### src/rtl/capture_buffer_writer_pkg.sv
// capture_buffer_writer_pkg: FSM states, write-response codes and the I/Q word packing shared
// with the capture buffer read side.
package capture_buffer_writer_pkg;

    typedef enum logic [2:0] {
        S_IDLE,
        S_WAIT_SAMPLE,
        S_WRITE,
        S_RESP,
        S_DONE
    } state_e;

    localparam logic BRESP_OKAY = 1'b0;
    localparam logic BRESP_ERR  = 1'b1;
    localparam int   DATA_W     = 32;

    // i lands at [ib+qb-1:qb], q at [qb-1:0], everything above is zero (no sign extension)
    function automatic logic [DATA_W-1:0] pack_iq(input logic [DATA_W-1:0] i,
                                                  input logic [DATA_W-1:0] q,
                                                  input int ib, input int qb);
        return ((i & ((32'd1 << ib) - 32'd1)) << qb) | (q & ((32'd1 << qb) - 32'd1));
    endfunction

endpackage

### src/rtl/capture_buffer_writer.sv
// capture_buffer_writer: accepts I/Q samples, packs each into one word and writes it to
// buffer addresses 0..buffer_length-1, one outstanding write at a time.
module capture_buffer_writer
    import capture_buffer_writer_pkg::*;
#(
    parameter int buffer_length             = 10,
    parameter int index_bits                = 4,
    parameter int i_bits                    = 12,
    parameter int q_bits                    = 12,
    parameter int C_INTERCONNECT_DATA_WIDTH = 32
) (
    input  logic                  clk,
    input  logic                  rst_n,
    input  logic                  start,
    input  logic                  abort,
    input  logic [i_bits-1:0]     i_in,
    input  logic [q_bits-1:0]     q_in,
    input  logic                  s_valid,
    output logic                  s_ready,
    output logic [index_bits-1:0] m_axi_waddr,
    output logic                  m_axi_wvalid,
    input  logic                  s_axi_wready,
    output logic [DATA_W-1:0]     m_axi_wdata,
    input  logic                  s_axi_bresp,
    input  logic                  s_axi_bvalid,
    output logic                  m_axi_bready,
    output logic                  busy,
    output logic                  done,
    output logic                  error
);

    if (buffer_length > 2 ** index_bits || i_bits + q_bits > DATA_W
        || C_INTERCONNECT_DATA_WIDTH != DATA_W) begin : g_bad_params
        $error("capture_buffer_writer: illegal parameter combination");
    end

    state_e                state_q, state_d;
    logic [index_bits-1:0] addr_q, addr_d;
    logic [DATA_W-1:0]     wdata_q, wdata_d;
    logic                  error_q, error_d;
    logic                  abort_q, abort_d;
    logic                  s_ready_q, wvalid_q, bready_q, busy_q, done_q;
    logic                  last;

    assign last = addr_q == index_bits'(buffer_length - 1);

    always_comb begin
        state_d = state_q;
        addr_d  = addr_q;
        wdata_d = wdata_q;
        error_d = error_q;
        abort_d = abort_q;
        case (state_q)
            S_IDLE: begin
                abort_d = 1'b0;
                if (start) begin
                    addr_d  = '0;
                    error_d = 1'b0;
                    state_d = S_WAIT_SAMPLE;
                end
            end
            S_WAIT_SAMPLE: begin
                if (abort) begin
                    state_d = S_IDLE;
                end else if (s_valid) begin
                    wdata_d = pack_iq(DATA_W'(i_in), DATA_W'(q_in), i_bits, q_bits);
                    state_d = S_WRITE;
                end
            end
            S_WRITE: begin
                // a late abort only takes effect once the outstanding response is collected
                abort_d = abort_q | abort;
                if (s_axi_wready) state_d = S_RESP;
            end
            S_RESP: begin
                abort_d = abort_q | abort;
                if (s_axi_bvalid) begin
                    error_d = error_q | (s_axi_bresp == BRESP_ERR);
                    if (abort_q | abort) begin
                        state_d = S_IDLE;
                    end else if (last) begin
                        state_d = S_DONE;
                    end else begin
                        addr_d  = addr_q + index_bits'(1);
                        state_d = S_WAIT_SAMPLE;
                    end
                end
            end
            S_DONE:  state_d = S_IDLE;
            default: state_d = S_IDLE;
        endcase
    end

    always_ff @(posedge clk) begin
        if (!rst_n) begin
            state_q   <= S_IDLE;
            addr_q    <= '0;
            wdata_q   <= '0;
            error_q   <= 1'b0;
            abort_q   <= 1'b0;
            s_ready_q <= 1'b0;
            wvalid_q  <= 1'b0;
            bready_q  <= 1'b0;
            busy_q    <= 1'b0;
            done_q    <= 1'b0;
        end else begin
            state_q   <= state_d;
            addr_q    <= addr_d;
            wdata_q   <= wdata_d;
            error_q   <= error_d;
            abort_q   <= abort_d;
            s_ready_q <= state_d == S_WAIT_SAMPLE;
            wvalid_q  <= state_d == S_WRITE;
            bready_q  <= state_d == S_RESP;
            busy_q    <= state_d != S_IDLE;
            done_q    <= state_d == S_DONE;
        end
    end

    assign s_ready      = s_ready_q;
    assign m_axi_waddr  = addr_q;
    assign m_axi_wvalid = wvalid_q;
    assign m_axi_wdata  = wdata_q;
    assign m_axi_bready = bready_q;
    assign busy         = busy_q;
    assign done         = done_q;
    assign error        = error_q;

endmodule

### config.mk
export PLATFORM = sky130hd
export DESIGN_NAME = capture_buffer_writer
export DESIGN_NICKNAME = d
export VERILOG_FILES = /design/src/rtl/capture_buffer_writer_pkg.sv /design/src/rtl/capture_buffer_writer.sv
export SDC_FILE = /design/constraint.sdc
export NUM_CORES = 1
export LEC_CHECK = 0
export BUFFER_PORTS_ARGS = -buffer_cell sky130_fd_sc_hd__buf_2
export CORE_MARGIN = 2
export CORE_UTILIZATION = 30
export CTS_CLUSTER_DIAMETER = 120
export DETAILED_ROUTE_END_ITERATION = 16
export SYNTH_ARGS = -nofsm -noshare
export SYNTH_HDL_FRONTEND = slang
export SYNTH_SLANG_ARGS = --single-unit
### constraint.sdc
create_clock -name clk -period 1.5 [get_ports clk]
set_input_delay 0.3 -clock clk [delete_from_list [all_inputs] [get_ports clk]]
set_output_delay 0.3 -clock clk [all_outputs]
set_load 0.03 [all_outputs]
==> results_tabular.tex <==
\begin{tabular}{lr}
\hline
Metric & Value \\
\hline
\multicolumn{2}{l}{\textbf{Clock network}} \\
\quad Number of sinks driven by the clock tree & 38 \\
\quad Insertion delay to the later sink of the worst-skew pair & 290 ps \\
\quad TritonCTS clock tree & built \\
\quad Library cell used as clock root buffer & clkbuf\_8 \\
\quad Number of buffers on the longest clock path & 2 \\
\quad Reg clk slew, reported paths & 80 ps \\
\quad Number of clock buffers inserted by TritonCTS & 5 \\
\quad Htree depth & 2 \\
\quad Post-CTS Hold Buffers & 0 \\
\multicolumn{2}{l}{\textbf{Placed design}} \\
\quad Number of buffer cells added on primary ports & 65 \\
\quad Post-detail-place hpwl & 2530 um \\
\quad Post-DP Area & 1990 sq um \\
\quad Routability congestion estimate from global placement & 0.762 \\
\quad Setup Slack @ Placement & 29.4 ps \\
\multicolumn{2}{l}{\textbf{Power and ir drop}} \\
\quad Power share of the combinational group & 13.7\% \\
\quad Share of power burned in registers & 49.9\% \\
\quad Share of total power consumed by net switching & 26.1\% \\
\quad Clk network pwr share & 36.4\% \\
\quad LEAKAGE & 0.970 nW \\
\quad Power per Cell Area & 1000 nW/um\^{}2 \\
\quad Internal power of the cells & 0.00157 W \\
\quad Net switching power & 0.000556 W \\
\quad VDD IR max & 0.356 mV \\
\multicolumn{2}{l}{\textbf{Timing}} \\
\quad Setup Viol. Count Final & 0 \\
\quad Hold Vio Cnt, Final & 0 \\
\quad Max-slew violation total from the final report & 0 \\
\quad Unrepaired setup endpoints after global routing & yes \\
\quad Least setup slack across all paths after layout & 69.8 ps \\
\quad Ratio of final minimum period to clock period & 95.3\% \\
\quad Timing-limited maximum frequency & 699 MHz \\
\quad Setup Skew & 6.87 ps \\
\quad Crit path time final & 1430 ps \\
\multicolumn{2}{l}{\textbf{Routing}} \\
\quad Final Routed Wirelength & 3440 um \\
\quad Count of antenna-violating nets left after detailed routing & 0 \\
\quad Via-per-instance ratio & 4.47 \\
\quad Drt first-iter violations & 46 \\
\quad DR vias & 1,467 \\
\quad Detailed-router iteration count before antenna repair & 4 \\
\quad Drt drc & 0 \\
\quad Wire per inst & 10.5 um \\
\multicolumn{2}{l}{\textbf{Setup path}} \\
\quad Family with the most delay on the worst path & simple AND/OR/NAND/NOR gates \\
\quad Critical Path Source Type & flip-flop \\
\quad CP bufs+invs & 1 \\
\quad Most Frequent Cell on Critical Path & a21oi\_2 \\
\quad Start-to-end type of the worst setup path & flip-flop to flip-flop \\
\quad Sequence of cells on the critical path & inv\_1 > ha\_1 > nand3b\_1 > a21oi\_2 > or4\_4 > a21oi\_2 \\
\quad Kind of end point of the critical path & flip-flop \\
\quad Required time at the worst-slack endpoint & 1710 ps \\
\quad Crit Path Max Fanout & 5 \\
\quad Cell with the biggest individual delay on the critical path & or4\_4 \\
\quad Largest stage delay on the critical path & 420 ps \\
\quad Arrival time reported for the critical path endpoint & 1650 ps \\
\multicolumn{2}{l}{\textbf{GRT}} \\
\quad Gr usage total & 12.0\% \\
\quad Number of antenna violations at the first check in global routing & 0 \\
\quad First-pass GRT wire length & 5240 um \\
\quad Global route overflow & 0 \\
\quad Largest net degree at the start of global routing & 25 \\
\quad Via count of the first global-routing pass & 1,219 \\
\multicolumn{2}{l}{\textbf{Yosys}} \\
\quad Most area-consuming cells after synthesis & dfxtp\_1 (49\%), nand2\_1 (13\%), a21oi\_1 (8.7\%) \\
\quad Syn Area/Cell & 8.37 sq um \\
\quad Area of the mapped netlist & 1550 sq um \\
\quad Synthesis warning total & 0 \\
\quad Flop and latch count out of synthesis & 38 \\
\quad Unique masters post-synth & 38 \\
\quad Synth area leader & dfxtp\_1 \\
\quad Number of instances in the synthesized netlist & 185 \\
\quad Share of the synthesized area in the top cell type & 49.2\% \\
\quad Proportion of synthesized chip area in sequential cells & 49.2\% \\
\multicolumn{2}{l}{\textbf{Layout}} \\
\quad Util after Layout & 42.1\% \\
\quad Area overhead of the layout relative to synthesis & 37.3\% \\
\quad Fraction of final layout cells sized beyond drive strength 1 & 37.6\% \\
\quad Commonest cells after routing, fill and taps aside & buf\_2 (65), nand2\_1 (52), dfxtp\_1 (35), a21oi\_1 (25), buf\_4 (9) \\
\quad Most common cell after layout, fill and taps aside & buf\_2 \\
\quad Area of all placed cells without fillers & 2120 sq um \\
\quad Final \#Nets & 291 \\
\quad Total inserted antenna cells & 0 \\
\multicolumn{2}{l}{\textbf{Floorplanning}} \\
\quad Boundary Pins & 74 \\
\quad Placeable core region & 5040 sq um \\
\quad Area of the die & 5750 sq um \\
\quad Die Height & 75.8 um \\
\quad Standard-cell rows & 26 \\
\quad Starting density of the core & 30.7\% \\
\quad DIE WIDTH & 75.8 um \\
\multicolumn{2}{l}{\textbf{Status}} \\
\quad Run status & finished clean \\
\multicolumn{2}{l}{\textbf{Hold path}} \\
\quad Path category of the worst min-delay check & input port to flip-flop \\
\multicolumn{2}{l}{\textbf{Flow run}} \\
\quad Max\_cap viols & 0 \\
\hline
\end{tabular}
path summary, 6_finish.rpt:
check	startpoint	endpoint	slack [ps]	cells past startpoint
max reg2reg	m_axi_waddr[1]$_SDFFE_PN0P_	m_axi_waddr[0]$_SDFFE_PN0P_	70	6
min reg2reg	m_axi_wdata[0]$_SDFFE_PN0P_	m_axi_wdata[0]$_SDFFE_PN0P_	450	2
max	m_axi_waddr[1]$_SDFFE_PN0P_	m_axi_waddr[0]$_SDFFE_PN0P_	70	6
min	i_in[10]	m_axi_wdata[22]$_SDFFE_PN0P_	240	3
flip-flops by register name, indices dropped and copies added, names as in the netlist:
| name | cells |
|---|---|
| m_axi_bready | 1 |
| done | 1 |
| m_axi_waddr | 4 |
| abort_q | 1 |
| state_q | 3 |
| error | 1 |
| m_axi_wvalid | 1 |
| busy | 1 |
| s_ready | 1 |
| m_axi_wdata | 24 |
logic make-up after synthesis:
group | synth area share, %
simple gates | 23.0
compound gates | 16.7
flops | 49.2
buf+inv | 7.60
fa+ha+maj | 1.62
xor+xnor | 1.13
other cells | 0.242
mux | 0.647
synthesized netlist by cell type (all sizes together):
master,number
nor3,4
o21ai,4
a21oi,28
and3,1
o311ai,2
dfxtp,38
clkbuf,6
xor2,2
or4,1
mux2i,1
or2,1
nor2,5
nor2b,1
inv,4
o2bb2ai,1
a31oi,1
nand2,52
o21ba,2
buf,12
nand4,1
nand3b,2
nor3b,2
a32oi,1
or3,1
and2,1
a31o,1
and3b,2
conb,1
o41ai,1
o31ai,1
nand3,1
ha,2
nand2b,2
layer usage:
| metal | up-vias | GRT usage [%] | wire length [um] |
|---|---|---|---|
| met1 | 666 | 13.8 | 1460 |
| li1 | 747 | - | - |
| met5 | - | 0 | 0 |
| met3 | 5 | 3.84 | 237 |
| met4 | 0 | 4.68 | 46 |
| met2 | 49 | 20.5 | 1690 |
final cells by class:
class                   count  area (sq um)
fillers                   517          2920
flip-flops and latches     38           769
multi-input cells         132           716
repair buffers             76           433
clock buffers               6          93.8
well taps                  70          87.6
inverters                   4          15.0
clock inverters             2          10.0
through the flow:
step	TNS, ps	hold WS, ps	total power [W]	instances
after floorplan	0	417	0.00127	192
after global routing	-5.99	238	0.00224	328
final	0	244	0.00213	328
after global placement	0	440	0.00137	319
after detailed placement	0	444	0.00137	319
after CTS	0	234	0.00216	327
worst register-to-register path, stage by stage, from the launching register on:
cell,delay (ps)
dfxtp_4,360
inv_1,40
ha_1,170
nand3b_1,150
a21oi_2,100
or4_4,420
a21oi_2,120
timing repair:
| item | CTS | global route |
|---|---|---|
| resized for setup | 0 | 6 |
| hold endpoints to repair | 0 | 0 |
| setup buffers | 0 | 1 |
| setup endpoints to repair | 0 | 2 |
power by group through the flow:
| stage | clock network, W | logic [W] | registers [W] |
|---|---|---|---|
| 2_1_floorplan | 0 | 0.000140 | 0.00113 |
| 3_3_place_gp | 0 | 0.000287 | 0.00108 |
| 3_5_place_dp | 0 | 0.000289 | 0.00108 |
| 4_1_cts | 0.000812 | 0.000289 | 0.00106 |
| 5_1_grt | 0.000851 | 0.000323 | 0.00107 |
| 6_report | 0.000774 | 0.000291 | 0.00106 |
Power figures use the tool's default switching activity.
